`src/rtl/pla_harness_pkg.sv`:
```
// -----------------------------------------------------------------------------
// pla_harness_pkg
// Shared definitions for the PLA benchmark harness stages.
//   sweep_state_e   : sweep FSM states
//   DEFAULT_N_IN    : default number of function inputs (7)
//   DEFAULT_SETTLE  : default settle delay in cycles (1)
//   SETTLE_W        : width of the settle counter (covers 0..15)
//   tt_w(n)         : truth-table width for an n-input function (2**n)
// -----------------------------------------------------------------------------
package pla_harness_pkg;

    typedef enum logic [2:0] {
        IDLE,
        DRIVE,
        WAIT,
        SAMPLE,
        DONE
    } sweep_state_e;

    localparam int unsigned DEFAULT_N_IN   = 7;
    localparam int unsigned DEFAULT_SETTLE = 1;
    localparam int unsigned SETTLE_W       = 4;

    function automatic int unsigned tt_w(input int unsigned n);
        return 32'd1 << n;
    endfunction

endpackage

```
`src/rtl/sweep_settle_ctr.sv`:
```
// -----------------------------------------------------------------------------
// sweep_settle_ctr
// Loadable down-counter that times the settle delay between driving a new
// input vector and sampling the function output.
//   clk, rst   : clock, synchronous active-high reset
//   load       : load load_val (has priority over dec)
//   load_val   : settle delay in cycles
//   dec        : decrement by one (holds at zero)
//   will_zero  : the decrement taking place this cycle brings the count to zero
// -----------------------------------------------------------------------------
module sweep_settle_ctr
    import pla_harness_pkg::*;
#(
    parameter int unsigned W = SETTLE_W
) (
    input  logic         clk,
    input  logic         rst,
    input  logic         load,
    input  logic [W-1:0] load_val,
    input  logic         dec,
    output logic         will_zero
);

    logic [W-1:0] cnt_q;
    logic [W-1:0] cnt_d;

    always_comb begin
        // NOTE: every always_comb output gets a default first so no path
        // through the block can infer a latch.
        cnt_d = cnt_q;
        if (load) begin
            cnt_d = load_val;
        end else if (dec && (cnt_q != '0)) begin
            cnt_d = cnt_q - W'(1);
        end
    end

    always_ff @(posedge clk) begin
        // NOTE: state is updated with non-blocking assignments so every flop
        // samples the pre-edge values regardless of statement order.
        if (rst) begin
            cnt_q <= '0;
        end else begin
            cnt_q <= cnt_d;
        end
    end

    // A count of one means this WAIT cycle is the last one.
    assign will_zero = dec && (cnt_q == W'(1));

endmodule

```
`src/rtl/pla_sweep_capture.sv`:
```
// -----------------------------------------------------------------------------
// pla_sweep_capture
// Sweeps every input vector of an N_IN-input single-output combinational
// function in ascending order, samples the output SETTLE cycles after each new
// vector, packs the samples into a truth table, counts the ON-set minterms and
// offers the result through a valid/ready handshake.
//   clk, rst      : clock, synchronous active-high reset
//   start         : one-cycle sweep request, accepted only in IDLE
//   x_out         : registered input vector to the function (bit0 = x0)
//   y_in          : function output y0
//   busy          : sweep in progress
//   result_valid  : tt_out / ones_cnt are complete
//   result_ready  : consumer accepts the result
//   tt_out        : truth table, bit i = y0 for x_out == i
//   ones_cnt      : number of ON-set minterms
// -----------------------------------------------------------------------------
module pla_sweep_capture
    import pla_harness_pkg::*;
#(
    parameter int unsigned N_IN   = DEFAULT_N_IN,
    parameter int unsigned SETTLE = DEFAULT_SETTLE
) (
    input  logic                    clk,
    input  logic                    rst,
    input  logic                    start,
    output logic [N_IN-1:0]         x_out,
    input  logic                    y_in,
    output logic                    busy,
    output logic                    result_valid,
    input  logic                    result_ready,
    output logic [tt_w(N_IN)-1:0]   tt_out,
    output logic [N_IN:0]           ones_cnt
);

    localparam int unsigned            TT_BITS  = tt_w(N_IN);
    localparam logic [N_IN:0]          LAST_IDX = {1'b0, {N_IN{1'b1}}};
    localparam logic [N_IN:0]          IDX_ONE  = {{N_IN{1'b0}}, 1'b1};
    localparam logic [SETTLE_W-1:0]    SETTLE_V = SETTLE_W'(SETTLE);

    sweep_state_e         state_q, state_d;
    logic [N_IN:0]        index_q, index_d;
    logic [N_IN-1:0]      x_q, x_d;
    logic                 busy_q, busy_d;
    logic                 valid_q, valid_d;
    logic [TT_BITS-1:0]   tt_q, tt_d;
    logic [N_IN:0]        ones_q, ones_d;
    logic                 ctr_load;
    logic                 ctr_dec;
    logic                 ctr_will_zero;

    sweep_settle_ctr #(
        .W (SETTLE_W)
    ) u_settle_ctr (
        .clk       (clk),
        .rst       (rst),
        .load      (ctr_load),
        .load_val  (SETTLE_V),
        .dec       (ctr_dec),
        .will_zero (ctr_will_zero)
    );

    always_comb begin
        state_d  = state_q;
        index_d  = index_q;
        x_d      = x_q;
        busy_d   = busy_q;
        valid_d  = valid_q;
        tt_d     = tt_q;
        ones_d   = ones_q;
        ctr_load = 1'b0;
        ctr_dec  = 1'b0;

        unique case (state_q)
            IDLE: begin
                if (start) begin
                    state_d = DRIVE;
                    tt_d    = '0;
                    ones_d  = '0;
                    index_d = '0;
                    busy_d  = 1'b1;
                end
            end

            DRIVE: begin
                // x_out only ever moves here, straight from one index to the next.
                x_d      = index_q[N_IN-1:0];
                ctr_load = 1'b1;
                state_d  = (SETTLE == 0) ? SAMPLE : WAIT;
            end

            WAIT: begin
                ctr_dec = 1'b1;
                if (ctr_will_zero) begin
                    state_d = SAMPLE;
                end
            end

            SAMPLE: begin
                tt_d[index_q[N_IN-1:0]] = y_in;
                ones_d = ones_q + {{N_IN{1'b0}}, y_in};
                // The extra index bit keeps this compare from wrapping.
                if (index_q == LAST_IDX) begin
                    state_d = DONE;
                    valid_d = 1'b1;
                    busy_d  = 1'b0;
                end else begin
                    index_d = index_q + IDX_ONE;
                    state_d = DRIVE;
                end
            end

            DONE: begin
                if (result_ready) begin
                    valid_d = 1'b0;
                    state_d = IDLE;
                end
            end

            default: begin
                state_d = IDLE;
            end
        endcase
    end

    always_ff @(posedge clk) begin
        // NOTE: the truth table is a plain flop vector rather than a memory,
        // so it is reset with everything else and reads as zero afterwards.
        if (rst) begin
            state_q <= IDLE;
            index_q <= '0;
            x_q     <= '0;
            busy_q  <= 1'b0;
            valid_q <= 1'b0;
            tt_q    <= '0;
            ones_q  <= '0;
        end else begin
            state_q <= state_d;
            index_q <= index_d;
            x_q     <= x_d;
            busy_q  <= busy_d;
            valid_q <= valid_d;
            tt_q    <= tt_d;
            ones_q  <= ones_d;
        end
    end

    assign x_out        = x_q;
    assign busy         = busy_q;
    assign result_valid = valid_q;
    assign tt_out       = tt_q;
    assign ones_cnt     = ones_q;

endmodule

```
`config.mk`:
```
export PLATFORM = sky130hd
export DESIGN_NAME = pla_sweep_capture
export DESIGN_NICKNAME = d
export VERILOG_FILES = /design/src/rtl/pla_harness_pkg.sv /design/src/rtl/sweep_settle_ctr.sv /design/src/rtl/pla_sweep_capture.sv
export SDC_FILE = /design/constraint.sdc
export NUM_CORES = 1
export LEC_CHECK = 0
export ABC_CLOCK_PERIOD_IN_PS = 2300
export CORE_MARGIN = 3
export CORE_UTILIZATION = 50
export CTS_CLUSTER_SIZE = 24
export DETAILED_ROUTE_END_ITERATION = 16
export GPL_ROUTABILITY_DRIVEN = 0
export GPL_TIMING_DRIVEN = 1
export HOLD_SLACK_MARGIN = 0.08
export PLACE_DENSITY_LB_ADDON = 0.08
export REMOVE_ABC_BUFFERS = 1
export SETUP_SLACK_MARGIN = 0.2
export SLEW_MARGIN = 30
export SYNTH_ARGS = -nofsm -noshare
export SYNTH_HDL_FRONTEND = slang
export SYNTH_SLANG_ARGS = --single-unit
```
`constraint.sdc`:
```
create_clock -name clk -period 2.3 [get_ports clk]
set_input_delay 0.46 -clock clk [delete_from_list [all_inputs] [get_ports clk]]
set_output_delay 0.46 -clock clk [all_outputs]
set_load 0.02 [all_outputs]
```
==> metrics.md <==
| Metric | Value |
|---|---|
| Outcome | `finished, final reports clean` |
| Congestion Overflow GR | `0` |
| Final period util | `0.897` |
| # hold bufs at CTS | `0` |
| Global-route wire length before repair | `29400 um` |
| Worst Hold Class | `reg -> reg` |
| Synth warn | `0` |
| Vias per cell | `5.91` |
| Worst vdd ir | `533 uV` |
| Worst setup path class | `reg -> reg` |
| Die Footprint | `14400 um2` |
| Worst Hold Launch | `tt_out[114]` |
| Post-synthesis sequential area ratio | `0.493` |
| Final min period | `2060 ps` |
| Clk sinks | `160` |
| CP startpoint | `index_q[5]` |
| CP required | `2630 ps` |
| CP endpoint | `index_q[0]` |
| Final hold vios | `0` |
| Reg2reg end | `index_q[0]` |
| Final setup viols | `0` |
| Finished Layout Cells | `1022` |
| Power Density | `710 nW/um2` |
| Placed cells | `990` |
| Tot GR Track Use | `0.254` |
| Crit path DAT | `2390 ps` |
| Clk_lat worst skew | `430 ps` |
| Number of enable flip-flop cells after synthesis | `0` |
| Starting Density | `0.513` |
| Iter 0 DRT Violations | `573` |
| Share of layout cells above drive strength 1 | `0.0953` |
| Antenna violations before repair | `0` |
| P_leak | `3.03 nW` |
| Number of fill cells | `1002` |
| # Max-Cap Violations | `0` |
| Synth Area per Inst | `9.38 um2` |
| Antenna viol nets, final | `0` |
| Final core occ | `0.707` |
| Root Driver | `clkbuf_16` |
| Worst Max-Slew Pin Slew | `664 ps` |
| Die Height | `120 um` |
| Ports | `150` |
| Reg2Reg Setup Slack | `240 ps` |
| Cts bufs inserted | `17` |
| FF+latch count, synth | `160` |
| Vias in the first global route | `5756` |
| Peak Freq | `485 MHz` |
| Die width | `120 um` |
| Total number of vias | `6040` |
| DP HPWL | `12600 um` |
| Most common cell after layout, fill and taps aside | `dfxtp_1` |
| Clock Path Buffers | `2` |
| # diodes | `0` |
| RSZ-0062 raised after global routing | `yes` |
| Slew headroom | `0.556` |
| Nets | `848` |
| Largest net degree at the start of global routing | `70` |
| Mapped Area | `6500 um2` |
| Residual DRC | `0` |
| Async SR Flop Fraction | `0` |
| Drt wl/cell | `18.0 um` |
| Clk slew on worst S/H paths | `60 ps` |
| Setup crit end kind | `flop` |
| Final Skew | `9.45 ps` |
| Drt pass-1 iters | `5` |
| Ys flop type | `dfxtp_1` |
| Post-synth cell types | `49` |
| Max Slew Vio Count | `0` |
| P&R area growth vs syn | `37.8%` |
| Worst r2r path cells | `4` |
| RR Startpoint | `index_q[5]` |
| Startpoint Class | `flop` |
| CTS tree | `done` |
| Row Count | `41` |
| Final wirelength | `18400 um` |
| Core area | `12700 um2` |
| Crit-path max FO | `12` |
| Setup TNS | `0 ps` |
| Syn Inst Count | `693` |
| Input/output buffers | `149` |
| Commonest non-fill, non-tap cells in the layout | `dfxtp_1, clkdlybuf4s50_1, nand2_1, o211ai_1, a32o_1` |
| H-tree lvl count | `4` |
==> power by group <==
group / internal, mW / switching, mW
logic: 0.120 / 0.226
registers: 2.79 / 0.0279
clock network: 2.09 / 1.11
total: 5.00 / 1.36
==> stage by stage <==
stage	instance area [um2]	hold WS, ps	setup slack, ps	total power [mW]
finish	8960	461	238	6.36
global route	8960	490	181	6.56
CTS	8950	464	295	6.38
detailed placement	8280	457	151	3.22
global placement	8280	444	200	3.21
floorplan	6250	475	-3000	3.07
==> repair_timing <==
| item | 4_1_cts | 5_1_grt |
|---|---|---|
| endpoints found under the setup margin | 0 | 7 |
| buffers inserted | 0 | 0 |
| resized for setup | 0 | 2 |
==> worst min-delay path by stage <==
| stage | endpoint | depth (start not counted) |
|---|---|---|
| after CTS | tt_out[114] | 2 |
| after detailed placement | tt_out[114] | 2 |
| after global routing | tt_out[112] | 2 |
| final | tt_out[114] | 2 |
| after floorplan | index_q[7] | 2 |
| after global placement | result_valid | 2 |
==> layer usage <==
metal	vias to the layer above	track usage	part of all wire
met2	222	0.405	0.48
met1	2900	0.334	0.43
met3	29	0.0697	0.075
met4	0	0.0866	0.016
met5	-	0	0
li1	2889	-	-
==> synth_stat cells, types with 4 or more instances <==
| cell | number | area, um2 |
|---|---|---|
| a21oi_1 | 10 | 50.1 |
| a32o_1 | 48 | 480 |
| buf_1 | 5 | 18.8 |
| buf_2 | 19 | 95.1 |
| clkbuf_1 | 37 | 139 |
| dfxtp_1 | 160 | 3200 |
| ha_1 | 6 | 75.1 |
| inv_1 | 4 | 15.0 |
| mux2i_1 | 27 | 270 |
| nand2_1 | 113 | 424 |
| nand2b_1 | 8 | 50.1 |
| nand3_1 | 18 | 90.1 |
| nand4b_1 | 4 | 35.0 |
| nor2_1 | 35 | 131 |
| nor2b_1 | 5 | 31.3 |
| nor3_1 | 13 | 65.1 |
| nor3_2 | 6 | 60.1 |
| o211ai_1 | 61 | 458 |
| o21ai_1 | 29 | 145 |
| o31ai_1 | 34 | 255 |
==> cells by family (layout without fill, tap and decap cells) <==
kind of cell	after synthesis	in the layout	synth area share
mux	27	27	0.0416
xor+xnor	3	3	0.00404
fa+ha+maj	6	6	0.0115
flops	160	160	0.493
compound gates	201	201	0.237
simple gates	231	231	0.172
buf+inv	65	222	0.0412
==> critical path, stage by stage, from the launching register on <==
cell	delay (ps)
dfxtp_1	590
nand2_1	320
nor4_2	520
nand2_1	200
a311oi_1	320
==> final cells by class <==
type	count	area (um2)	share of cell area
multi-input combinational	468	3060	0.342
timing repair buffer	186	1790	0.200
tap	172	215	0.0240
inverter	4	15.0	0.00168
clock inverter	10	206	0.0230
sequential	160	3200	0.358
clock buffer	22	464	0.0518
==> flip-flops by register name (all words and copies together), names as in the netlist <==
signal / cells
index_q: 8
result_valid: 1
busy: 1
ones_cnt: 8
tt_out: 128
x_out: 7
state_q: 3
u_settle_ctr.cnt_q: 4
Power figures use the tool's default switching activity.
